File: config.mk
export PLATFORM = sky130hd
export DESIGN_NAME = ball_mover
export DESIGN_NICKNAME = d
export VERILOG_FILES = /design/src/rtl/brick_pkg.sv /design/src/rtl/ball_step_calc.sv /design/src/rtl/ball_mover.sv
export SDC_FILE = /design/constraint.sdc
export NUM_CORES = 1
export LEC_CHECK = 0
export CAP_MARGIN = 20
export CORE_MARGIN = 1
export CORE_UTILIZATION = 30
export CTS_BUF_LIST = sky130_fd_sc_hd__clkbuf_4 sky130_fd_sc_hd__clkbuf_8
export DETAILED_ROUTE_END_ITERATION = 8
export PLACE_DENSITY_LB_ADDON = 0.25
export RECOVER_POWER = 25
export SYNTH_ARGS = -nofsm -noshare
export SYNTH_HDL_FRONTEND = slang
export SYNTH_SLANG_ARGS = --single-unit
File: constraint.sdc
create_clock -name clk -period 5.1 [get_ports clk]
set_clock_uncertainty 0.2 [all_clocks]
set_input_delay 1.02 -clock clk [delete_from_list [all_inputs] [get_ports clk]]
set_output_delay 1.02 -clock clk [all_outputs]
set_load 0.1 [all_outputs]
File: src/rtl/brick_pkg.sv
// Shared constants and state encoding for the ball motion logic.
`default_nettype none

package brick_pkg;

    localparam int SCREEN_W = 160;
    localparam int SCREEN_H = 120;

    localparam logic [2:0] COL_BLACK = 3'b000;
    localparam logic [2:0] COL_BALL  = 3'b111;

    localparam int ST_W = 3;

    typedef enum logic [ST_W-1:0] {
        S_IDLE       = 3'd0,
        S_WAIT_FRAME = 3'd1,
        S_ERASE_LOAD = 3'd2,
        S_ERASE_RUN  = 3'd3,
        S_MOVE       = 3'd4,
        S_DRAW_LOAD  = 3'd5,
        S_DRAW_RUN   = 3'd6,
        S_LOST       = 3'd7
    } state_t;

endpackage

`default_nettype wire

File: src/rtl/ball_step_calc.sv
// Combinational next-position calculation: bounce requests, wall reflection, bottom loss.
`default_nettype none

module ball_step_calc #(
    parameter int SCREEN_W  = 160,
    parameter int SCREEN_H  = 120,
    parameter int BALL_SIZE = 4
) (
    input  logic [7:0] x_i,
    input  logic [6:0] y_i,
    input  logic       dx_neg_i,
    input  logic       dy_neg_i,
    input  logic       bounce_x_i,
    input  logic       bounce_y_i,
    output logic [7:0] nx_o,
    output logic [6:0] ny_o,
    output logic       ndx_neg_o,
    output logic       ndy_neg_o,
    output logic       lost_o
);

    localparam logic signed [8:0] W_S  = $signed(9'(SCREEN_W));
    localparam logic signed [8:0] H_S  = $signed(9'(SCREEN_H));
    localparam logic signed [8:0] SZ_S = $signed(9'(BALL_SIZE));

    logic              dx_neg;
    logic              dy_neg;
    logic signed [8:0] x_ext;
    logic signed [8:0] y_ext;
    logic signed [8:0] x_try;
    logic signed [8:0] y_try;
    logic              x_hit;
    logic              y_hit;

    // A reflected move equals one step in the final direction, so the
    // result is always x +/- 1 once the final direction is known.
    always_comb begin
        dx_neg    = dx_neg_i ^ bounce_x_i;
        dy_neg    = dy_neg_i ^ bounce_y_i;
        x_ext     = $signed({1'b0, x_i});
        y_ext     = $signed({2'b00, y_i});
        x_try     = dx_neg ? (x_ext - 9'sd1) : (x_ext + 9'sd1);
        y_try     = dy_neg ? (y_ext - 9'sd1) : (y_ext + 9'sd1);
        x_hit     = (x_try < 9'sd0) || ((x_try + SZ_S) > W_S);
        y_hit     = (y_try < 9'sd0);
        ndx_neg_o = dx_neg ^ x_hit;
        ndy_neg_o = dy_neg ^ y_hit;
        nx_o      = ndx_neg_o ? (x_i - 8'd1) : (x_i + 8'd1);
        ny_o      = ndy_neg_o ? (y_i - 7'd1) : (y_i + 7'd1);
        lost_o    = ($signed({2'b00, ny_o}) + SZ_S) > H_S;
    end

endmodule

`default_nettype wire

File: src/rtl/ball_mover.sv
// Ball motion controller: erase at old position, move with reflection, redraw.
`default_nettype none

module ball_mover #(
    parameter int         SCREEN_W        = brick_pkg::SCREEN_W,
    parameter int         SCREEN_H        = brick_pkg::SCREEN_H,
    parameter int         BALL_SIZE       = 4,
    parameter int         START_X         = 78,
    parameter int         START_Y         = 60,
    parameter int         FRAMES_PER_STEP = 2,
    parameter logic [2:0] BALL_COLOUR     = brick_pkg::COL_BALL
) (
    input  logic       clk,
    input  logic       reset,
    input  logic       enable,
    input  logic       frame_tick,
    input  logic       draw_done,
    input  logic       bounce_x,
    input  logic       bounce_y,
    output logic       go,
    output logic       draw,
    output logic [7:0] x_out,
    output logic [6:0] y_out,
    output logic [6:0] size,
    output logic [2:0] colour,
    output logic       ball_lost
);

    import brick_pkg::*;

    state_t     state_q, state_d;
    logic [7:0] x_q, x_d;
    logic [6:0] y_q, y_d;
    logic       dxn_q, dxn_d;
    logic       dyn_q, dyn_d;
    logic       bx_q, bx_d;
    logic       by_q, by_d;
    logic       lost_q, lost_d;
    logic [7:0] fcnt_q, fcnt_d;

    logic [7:0] calc_nx;
    logic [6:0] calc_ny;
    logic       calc_ndxn;
    logic       calc_ndyn;
    logic       calc_lost;

    ball_step_calc #(
        .SCREEN_W (SCREEN_W),
        .SCREEN_H (SCREEN_H),
        .BALL_SIZE(BALL_SIZE)
    ) u_calc (
        .x_i       (x_q),
        .y_i       (y_q),
        .dx_neg_i  (dxn_q),
        .dy_neg_i  (dyn_q),
        .bounce_x_i(bx_q),
        .bounce_y_i(by_q),
        .nx_o      (calc_nx),
        .ny_o      (calc_ny),
        .ndx_neg_o (calc_ndxn),
        .ndy_neg_o (calc_ndyn),
        .lost_o    (calc_lost)
    );

    always_ff @(posedge clk or posedge reset) begin
        if (reset) begin
            state_q <= S_IDLE;
            x_q     <= 8'(START_X);
            y_q     <= 7'(START_Y);
            dxn_q   <= 1'b0;
            dyn_q   <= 1'b1;
            bx_q    <= 1'b0;
            by_q    <= 1'b0;
            lost_q  <= 1'b0;
            fcnt_q  <= 8'd0;
        end else begin
            state_q <= state_d;
            x_q     <= x_d;
            y_q     <= y_d;
            dxn_q   <= dxn_d;
            dyn_q   <= dyn_d;
            bx_q    <= bx_d;
            by_q    <= by_d;
            lost_q  <= lost_d;
            fcnt_q  <= fcnt_d;
        end
    end

    always_comb begin
        state_d = state_q;
        x_d     = x_q;
        y_d     = y_q;
        dxn_d   = dxn_q;
        dyn_d   = dyn_q;
        bx_d    = bx_q | bounce_x;
        by_d    = by_q | bounce_y;
        lost_d  = lost_q;
        fcnt_d  = fcnt_q;
        go      = 1'b0;
        draw    = 1'b1;
        colour  = COL_BLACK;

        case (state_q)
            S_IDLE: begin
                fcnt_d = 8'd0;
                if (enable) state_d = S_DRAW_LOAD;
            end
            S_WAIT_FRAME: begin
                if (!enable) begin
                    fcnt_d  = 8'd0;
                    state_d = S_IDLE;
                end else if (frame_tick) begin
                    if (fcnt_q == 8'(FRAMES_PER_STEP - 1)) begin
                        fcnt_d  = 8'd0;
                        state_d = S_ERASE_LOAD;
                    end else begin
                        fcnt_d = fcnt_q + 8'd1;
                    end
                end
            end
            S_ERASE_LOAD: begin
                go      = 1'b1;
                state_d = S_ERASE_RUN;
            end
            S_ERASE_RUN: begin
                draw = 1'b0;
                if (draw_done) state_d = S_MOVE;
            end
            S_MOVE: begin
                // Latches are consumed here; a pulse in this very cycle survives.
                bx_d = bounce_x;
                by_d = bounce_y;
                if (calc_lost) begin
                    lost_d  = 1'b1;
                    state_d = S_LOST;
                end else begin
                    x_d     = calc_nx;
                    y_d     = calc_ny;
                    dxn_d   = calc_ndxn;
                    dyn_d   = calc_ndyn;
                    state_d = S_DRAW_LOAD;
                end
            end
            S_DRAW_LOAD: begin
                go      = 1'b1;
                colour  = BALL_COLOUR;
                state_d = S_DRAW_RUN;
            end
            S_DRAW_RUN: begin
                draw   = 1'b0;
                colour = BALL_COLOUR;
                if (draw_done) state_d = S_WAIT_FRAME;
            end
            S_LOST: begin
                if (!enable) begin
                    x_d     = 8'(START_X);
                    y_d     = 7'(START_Y);
                    dxn_d   = 1'b0;
                    dyn_d   = 1'b1;
                    lost_d  = 1'b0;
                    state_d = S_IDLE;
                end
            end
            default: state_d = S_IDLE;
        endcase
    end

    assign x_out     = x_q;
    assign y_out     = y_q;
    assign size      = 7'(BALL_SIZE);
    assign ball_lost = lost_q;

endmodule

`default_nettype wire

After elaboration in Yosys (flattened, before gate mapping) --
Cells that the tools add are included. Widths: inputs -> output; s select.
Operators by class: $add $sub $neg 11, $mul 0, div/mod/pow operators 0, magnitude comparators 4, equal/unequal tests 16, shift-type cells 0, mux-type cells 36, bitwise gates (word level) 6, reduce and logical (&&, ||, !) cells 11
Operator list (count):
- $mux 8 | 6
- $pmux 8 s2 | 2
- $mux 3 | 8
- $pmux 3 s8 | 1
- $mux 7 | 3
- $lt 9x1->1 const B | 2
- $mux 9 | 2
- $add 8x1->8 const B | 2
- $pmux 7 s2 | 1
- $eq 3x3->1 const B | 4
- $ne 2x2->1 const B | 6
- $add 8x1->9 const B | 1
- $add 9x4->9 const B | 1
- $gt 9x8->1 const B | 1
- $gt 9x9->1 const B | 1
- $mux 1 | 9
- $sub 8x1->9 const B | 1
- $add 7x1->8 const B | 1
- $add 7x3->8 const B | 1
- $eq 8x1->1 const B | 1
- $sub 7x1->8 const B | 1
- $sub 8x1->8 const B | 1
- $add 7x1->7 const B | 1
- $sub 7x1->7 const B | 1
- 14 further kinds | 26
Storage, ports and cells: register bits after elaboration 31, latch bits 0, memory bits (writable) 0, memory bits (read-only) 0, input port bits 7, word-level logic and storage cells 93, memories 0

Longest topological paths before layout --
Gate-level depths: netlist of run 1.
depth in word-level cells 9, gate-level depth with buffers 19

By module --
A second synthesis of run 1 with hierarchy kept.
Second synthesis, totals: cell total of the unflattened synthesis 281, area, all modules 2705.1 µm²
By module, submodules not included:
- ball_mover | times used 1, cells each 148, area each 1586.5 µm², seq. area each 787.0 µm²
- ball_step_calc | times used 1, cells each 133, area each 1118.6 µm², seq. area each 0.0 µm²

Least setup slack after synthesis of run 1 --
No wires, ideal clock.
path kind register to output, start point register state_q[2], end point output port colour[1], arrival time 3761 ps, required time 3880 ps, path slack 119 ps, cell stages (with the launch flop) 5, path through dfrtp_1 > clkbuf_1 > buf_1 > a21boi_0 > buf_4
Between the ends: word-level cells in the longest chain between the ends 3
Ends and longest elaborated chain:
- start, declared | RTL line ball_mover.sv:31 | state_t state_q, state_d;
- start signal, assigned | RTL line ball_mover.sv:77 | state_q <= state_d;
- $eq 3x3->1 | RTL line ball_mover.sv:103 | case (state_q)
- $reduce_or 2->1 (no source line) (*)
- $mux 3 (*) | RTL line ball_mover.sv:103
- end, declared | RTL line ball_mover.sv:25 | output logic [2:0] colour,
Every way passes the cells marked *; elsewhere a longest branch is shown, timed or not.

Worst setup path in the final report of run 1 --
start point register bx_q, end point register x_q[6], in the netlist x_out[6]
Between the ends: word-level cells in the longest chain between the ends 9
Ends and longest elaborated chain:
- start, declared | RTL line ball_mover.sv:36 | logic bx_q, bx_d;
- start signal, assigned | RTL line ball_mover.sv:72 | bx_q <= 1'b0;
- start signal, assigned | RTL line ball_mover.sv:82 | bx_q <= bx_d;
- $xor 1x1->1 (*) | RTL line ball_step_calc.sv:38 | dx_neg = dx_neg_i ^ bounce_x_i;
- $mux 9 | RTL line ball_step_calc.sv:42 | x_try = dx_neg ? (x_ext - 9'sd1) : (x_ext + 9'sd1);
- $add 9x4->9 | RTL line ball_step_calc.sv:44 | x_hit = (x_try < 9'sd0) || ((x_try + SZ_S) > W_S);
- $gt 9x9->1 | RTL line ball_step_calc.sv:44
- $logic_or 1x1->1 | RTL line ball_step_calc.sv:44
- $xor 1x1->1 (*) | RTL line ball_step_calc.sv:46 | ndx_neg_o = dx_neg ^ x_hit;
- $mux 8 (*) | RTL line ball_step_calc.sv:48 | nx_o = ndx_neg_o ? (x_i - 8'd1) : (x_i + 8'd1);
- $mux 8 (*) | RTL line ball_mover.sv:133 | if (calc_lost) begin
- $pmux 8 s2 (*) | RTL line ball_mover.sv:103
- end signal, assigned | RTL line ball_mover.sv:68 | x_q <= 8'(START_X);
- end, declared | RTL line ball_mover.sv:32 | logic [7:0] x_q, x_d;
Every way passes the cells marked *; elsewhere a longest branch is shown, timed or not. The select of a mux whose other input is x is not followed. A chain may end at the register's enable or synchronous reset.

==> results.md, run 1 <==
- Final Worst Setup Slack: 369 ps
- Worst-path clk slew: around 80 ps
- Slew headroom: 34.3%
- Period utilization: 92.8%
- Die W: about 97 um
- Slew Viols, Final: 0
- Crit-path max FO: 8
- Yosys reg bits: 31
- Ant. Diodes: 0
- Routed vias/inst: between 5 and 6
- I/O pin count: 35
- DR iter-0 viols: 99
- Core box area: 8720 um2
- Via count: 2384
- CTS Hold Buffers Added: 0
- Placed cells: about 440
- Die area: about 9400 um2
- EDFF count, synth: 0
- Worst-Skew Late Latency: 290 ps
- First-pass GRT wire length: ~11000 um
- Async set-or-reset flop fraction in the synthesized netlist: 100%
- Input/output buffers: 27
- Ranking of synthesized cells by area: dfrtp_1 20%, ha_1 10%, dfstp_2 8.8%
- Critical path's slowest cell: or4_4
- Hold Fails Final Rpt: 0
- CTS tree: yes
- Number of antenna violations at the first check in global routing: 0
- Die Y: 96.8 um
- YS warnings: 0
- Final TNS setup: 0 ps
- Post-synth cell types: a little over 60
- FP Rows: 34
- Mux contribution to synthesized area: 0.417%
- Routed len/inst: ~14 um
- Post-Synth Simple-Gate Area: between 20% and 30%
- Adder-cell area share of the yosys netlist: a little under an eighth
- CP delay by family, top: compound AO/OA/AOI/OAI gates
- Post-Synth XOR/XNOR Area: under 10%
- Worst hold path type: register to register
- Worst Setup Start Kind: register
- Worst path bufs/invs: 1
- CP Capture Type: register
- Pre-CTS setup slack: 385 ps
- CTS Buf Count: 5
- Top_reg_cell synth: dfrtp_1
- H-tree depth: 2
- Postcts setup bufs: 0
- Placed wire-length estimate: 4710 um
- Syn avg cell area: between 8 and 9 um2
- Mapped Area: ~2700 um2
- WS Path Type: register to register
- Fmax: around 0.21 GHz
- Vias in the first global route: approximately 2300
- Gr ovfl total: 0
- CP arrival: approximately 4700 ps
- GRT Total Usage: 13.9%
- Maximum capacitance violations: 0
- Layout cell share with drive strength beyond 1: a little over a tenth
- Final antenna-violating net count: 0
- Largest family of logic cells by synthesized area: compound AO/OA/AOI/OAI gates
- GPL Wtd Cong: roughly 0.81
- TritonRoute pass-1 iters: 4
- CTS root buf: clkbuf_8
- Minimum clock period after layout: between 4000 and 5000 ps
- Top cell type's share of synthesized area: around 20%
- Synthesis-to-finish area growth: 16.6%
- Synthesized instance count: approximately 320
- Register area share after synthesis: 29.2%
- Routed Wire Length: about 6300 um
- DRC violations left: 0
- CP max stage delay: slightly below 600 ps
- Slew @ Worst Pin: 982 ps
- Starting Density: 30.9%
- Fin nets: ~370
- Clock Tree Buf Depth: 2
- Filler cells: approximately 890
- Outcome: complete, no violations
- WP data required: roughly 5100 ps
- Largest net degree at the start of global routing: 27
- Clk sinks: 31
- Post-CTS Resized: 0
- Finished Layout Cells: between 400 and 500
- Yosys top cell by area: dfrtp_1
- Final number of setup-violating endpoints: 0
- CP cell instances: xor2_1 > buf_4 > ha_1 > o21ai_0 > o211a_1 > a311o_1 > and4_4 > or4_4 > nand3_1 > ha_1 > a21o_1 > nand2_1 > o311ai_0 > o311ai_0 > a211oi_1 > nor4_2
- RSZ-0062 raised after global routing: false
- Compound-cell area share of the yosys netlist: roughly 27%
## cells by family after synthesis
kind of cell,after synthesis
AOI/OAI and AO/OA,107
xor gates and xnor gates,14
adders and majority gates,24
buffers and inverters,35
DFF,31
muxes,1
other,2
and+or+nand+nor,103
## synthesized netlist by cell type (all sizes together), types with 3 or more instances
library cell	number
nor4	5
nor2	14
a31oi	3
o21bai	3
a31o	3
o21a	4
dfstp	9
xor2	6
nor2b	3
and4	3
nand3	19
o21ai	38
nand4	3
a21oi	11
nor3	10
a21o	6
xnor2	8
clkbuf	9
a21boi	5
a211oi	5
dfrtp	22
nand2b	9
buf	12
nand2	24
inv	14
o31ai	8
o211ai	4
ha	22
and3	5
## per-stage QoR
stage | util, % | instance area (um2) | hold slack, ps
finish | 36.1 | 3150 | 295
global route | 36.1 | 3150 | 324
CTS | 36.1 | 3140 | 301
detailed placement | 34.9 | 3040 | 283
global placement | 34.9 | 3040 | 277
floorplan | - | 2720 | 246
## path summary, 6_finish.rpt
kind	start	endpoint	slack (ps)	cells past startpoint
max	bx_q$_DFF_PP0_	x_out[6]$_DFFE_PP1P_	370	16
min	by_q$_DFF_PP0_	by_q$_DFF_PP0_	300	1
max reg2reg	bx_q$_DFF_PP0_	x_out[6]$_DFFE_PP1P_	370	16
min reg2reg	by_q$_DFF_PP0_	by_q$_DFF_PP0_	300	1
max in group asynchronous	reset	x_out[0]$_DFFE_PP0P_	2430	3
min in group asynchronous	reset	state_q[1]$_DFFE_PP0P_	1030	2
## state kept, by name, indices dropped and copies added, names as in the netlist
| name | cells |
|---|---|
| y_out | 7 |
| dxn_q | 1 |
| state_q | 3 |
| by_q | 1 |
| fcnt_q | 8 |
| x_out | 8 |
| dyn_q | 1 |
| bx_q | 1 |
| ball_lost | 1 |
## layout by cell type, fill, tap and decap left out, drive strengths merged, types with 4 or more instances in the layout
master         instances
o211ai                 4
nand2b                 9
nor4                   5
dfrtp                 22
a21oi                 11
nand3                 19
o31ai                  8
xor2                   6
buf                    5
clkbuf                 9
clkdlybuf4s50         26
o21ai                 38
nor2                  14
a21boi                 5
o21a                   4
nor3                  10
xnor2                  8
a211oi                 5
conb                   7
and3                   5
a21o                   6
nand2                 24
ha                    22
dfstp                  9
inv                   14
## routing by layer
| layer | global-route usage, % | wire length [um] | up-vias |
|---|---|---|---|
| met5 | 0 | 0 | - |
| met2 | 23.2 | 2980 | 33 |
| met4 | 3.44 | 64 | 0 |
| met1 | 18.6 | 3140 | 1129 |
| met3 | 2.17 | 150 | 7 |
| li1 | - | - | 1215 |
## area by class of cell
type	count	area (um2)	share of cell area, %
inverter	14	52.6	1.67
tap	108	135	4.29
sequential	31	787	25.0
timing repair buffer	33	312	9.90
clock buffer	8	104	3.30
multi-input combinational	256	1760	55.8
Power of run 1 is left out: the tool's default activity adds up to more than one toggle a clock period on the data nets, which glitch-free logic cannot reach.
==> run 2, diff against run 1 <==
CTS_CLUSTER_DIAMETER = 80   (was not set)
==> results of run 2 <==
Final layout, timing and power as in run 1 (identical DEF).
Power of run 2 is left out for the same reason.
==> RTL edit, RTL diff (settings of run 1) <==
The 8 states of `state_t` get a one-hot encoding in 8 bits.
--- a/src/rtl/brick_pkg.sv
+++ b/src/rtl/brick_pkg.sv
@@ -11,15 +11,15 @@
 
     localparam int ST_W = 3;
 
-    typedef enum logic [ST_W-1:0] {
-        S_IDLE       = 3'd0,
-        S_WAIT_FRAME = 3'd1,
-        S_ERASE_LOAD = 3'd2,
-        S_ERASE_RUN  = 3'd3,
-        S_MOVE       = 3'd4,
-        S_DRAW_LOAD  = 3'd5,
-        S_DRAW_RUN   = 3'd6,
-        S_LOST       = 3'd7
+    typedef enum logic [7:0] {
+        S_IDLE       = 8'b00000001,
+        S_WAIT_FRAME = 8'b00000010,
+        S_ERASE_LOAD = 8'b00000100,
+        S_ERASE_RUN  = 8'b00001000,
+        S_MOVE       = 8'b00010000,
+        S_DRAW_LOAD  = 8'b00100000,
+        S_DRAW_RUN   = 8'b01000000,
+        S_LOST       = 8'b10000000
     } state_t;
 
 endpackage
Formal check against the unedited RTL: no difference found for any inputs over 10 cycles, from zero or initial values and one cycle with reset high; not proved beyond that.
==> RTL edit against run 1 <==
The run now ends with capacitance limit, slew limit left. Setup slack got worse by 48 ps. Cell area increased by 5.4%. Synthesized area increased by 4.0%. Die area increased by 4.0%. Routed wire length decreased by 0.85%. Sequential cell count increased by 5. Critical path type unchanged. Critical endpoint is now x_out[7].
Power is left out: it rests on default switching activity, and per cell area and clock period it moved more than threefold.
==> RTL edit: results (changes against run 1) <==
[placement]
dpl.cell_count = 457  ; was 442
placement.io_buffers = 27  ; unchanged
dpl.hpwl_um = 4611  ; was 4708 µm
place.gp.congestion = 0.8476  ; was 0.8121

[clock_network]
clk_pin_slew_worst_paths_ps = 70
cts_made_buffers = 5  ; unchanged
insertion_delay_ps = 290  ; about the same
root_buffer = clkbuf_8  ; unchanged
clockBufferDepth = 2  ; unchanged
h-tree-depth = 2  ; unchanged

[grt]
grtUsageTotal_pct = 13.51  ; was 13.86%
grt_pass1_wl_um = 10750  ; was 10830 µm
overflow = 0  ; unchanged
grt_max_degree = 37  ; was 27
first_global_vias = 2315  ; was 2251
antenna_found_initial = 0  ; unchanged

[critical_path]
crit_slowest_cell = or4b_1  ; was or4_4
max_stage_delay_ps = 530  ; was 580 ps
cp.arrival_ps = 4800  ; was 4740 ps
crit_fanout = 8  ; unchanged

[final_layout]
drive_above_1_share_pct = 10.86  ; was 10.82%
nFillCells = 926  ; was 886
finalNetCount = 391  ; was 372
antennaDiodeCount = 0  ; unchanged

[timing]
maxSlewViolCount = 37  ; was 0
relSlewSlack_pct = -34.85  ; was 34.34%

[logic_synthesis]
ys.flop_type = dfrtp_1  ; unchanged
async_flop_share_pct = 100.0  ; unchanged
synth_seq_area_share_pct = 32.53  ; was 29.16%
yosysTopAreaCellShare_pct = 23.17  ; was 20.40%
synth_cell_type_count = 54  ; was 61
synth_area_leaders = dfrtp_1, ha_1, dfstp_2  ; unchanged
synth_warnings = 0  ; unchanged
syn_avg_cell_area_um2 = 8.534  ; was 8.514 µm²
synth_common_cells = nor2_1, nand2_1, a21oi_1, dfrtp_1, o21ai_0  ; was o21ai_0, nand2_1, dfrtp_1, ha_1, nand3_1

[routing]
viasPerCell = 5.186  ; was 5.298
wl_per_cell_um = 13.45  ; was 14.08 µm
via_count = 2422  ; was 2384
firstDrtPassIters = 4  ; unchanged
drt_iter0_drc = 92  ; was 99

[run]
maxCapViolations = 1  ; was 0

[run_status]
status = finished with violations  ; was completed
violations = capacitance limit, slew limit

[worst_hold_path]
min_path_type = register to register  ; unchanged

[RTL edit: changes by cell type in the layout (fill, tap and decap cells not counted), moves of 5 or more]
| cell | run 1 | this run |
|---|---|---|
| nand3_1 | 19 | 7 |
| a21oi_1 | 11 | 26 |
| o22a_1 | 0 | 5 |
| nor2_1 | 14 | 31 |
| o21ai_0 | 37 | 24 |
| xnor2_1 | 8 | 13 |
[RTL edit: final timing paths]
path	startpoint	cells after the start	slack, ps	to
setup / recovery	bx_q	18	320	x_out[7]
hold / removal	by_q	1	310	by_q
min in group asynchronous	reset	3	1700	fcnt_q[6]
hold reg to reg	by_q	1	310	by_q
max in group asynchronous	reset	3	1690	bx_q
setup reg to reg	bx_q	18	320	x_out[7]
[RTL edit: cell type report]
type	count	area, µm²	area share [%]
multi-input combinational	272	1828	55.07
sequential	36	914.6	27.55
timing repair buffer	33	311.5	9.386
clock inverter	1	8.758	0.2639
tap	108	135.1	4.071
inverter	10	37.54	1.131
clock buffer	7	83.83	2.525
[RTL edit: per-stage QoR]
| step | area [µm²] | setup WS (ps) |
|---|---|---|
| floorplan | 2826 | 121.4 |
| global placement | 3164 | -13.15 |
| detailed placement | 3164 | -127.1 |
| CTS | 3264 | 81.63 |
| global route | 3319 | 2.265 |
| finish | 3319 | 320.8 |
[RTL edit: layer usage]
| layer | share of wire (%) | routed length, µm | track usage [%] | vias to the layer above |
|---|---|---|---|---|
| li1 | - | - | - | 1231 |
| met1 | 49 | 3074 | 18.25 | 1140 |
| met2 | 47 | 2928 | 22.32 | 44 |
| met3 | 3.2 | 198 | 2.411 | 7 |
| met4 | 1.3 | 79 | 3.444 | 0 |
| met5 | 0 | 0 | 0 | - |
[RTL edit: what timing repair did]
item                       CTS  global route
hold endpoints to repair     0             0
resized for setup            1            10
setup buffers                0             2
pin swaps                    0             4
setup endpoints to repair    1             2
hold buffers                 0             0
[RTL edit: kinds of logic after synthesis]
group / synth area share (%)
AOI/OAI and AO/OA: 21.08
xor gates and xnor gates: 5.615
adders and majority gates: 12.48
buffers and inverters: 4.813
DFF: 32.53
muxes: 1.114
other: 0.2675
and+or+nand+nor: 22.10
[RTL edit: worst max-delay path: cells and delay by family (launching register included)]
family	cells	cell delay [ps]
flops	1	450
buf+inv	2	330
simple gates	6	1550
fa+ha+maj	2	460
compound gates	7	1430
xor+xnor	1	290
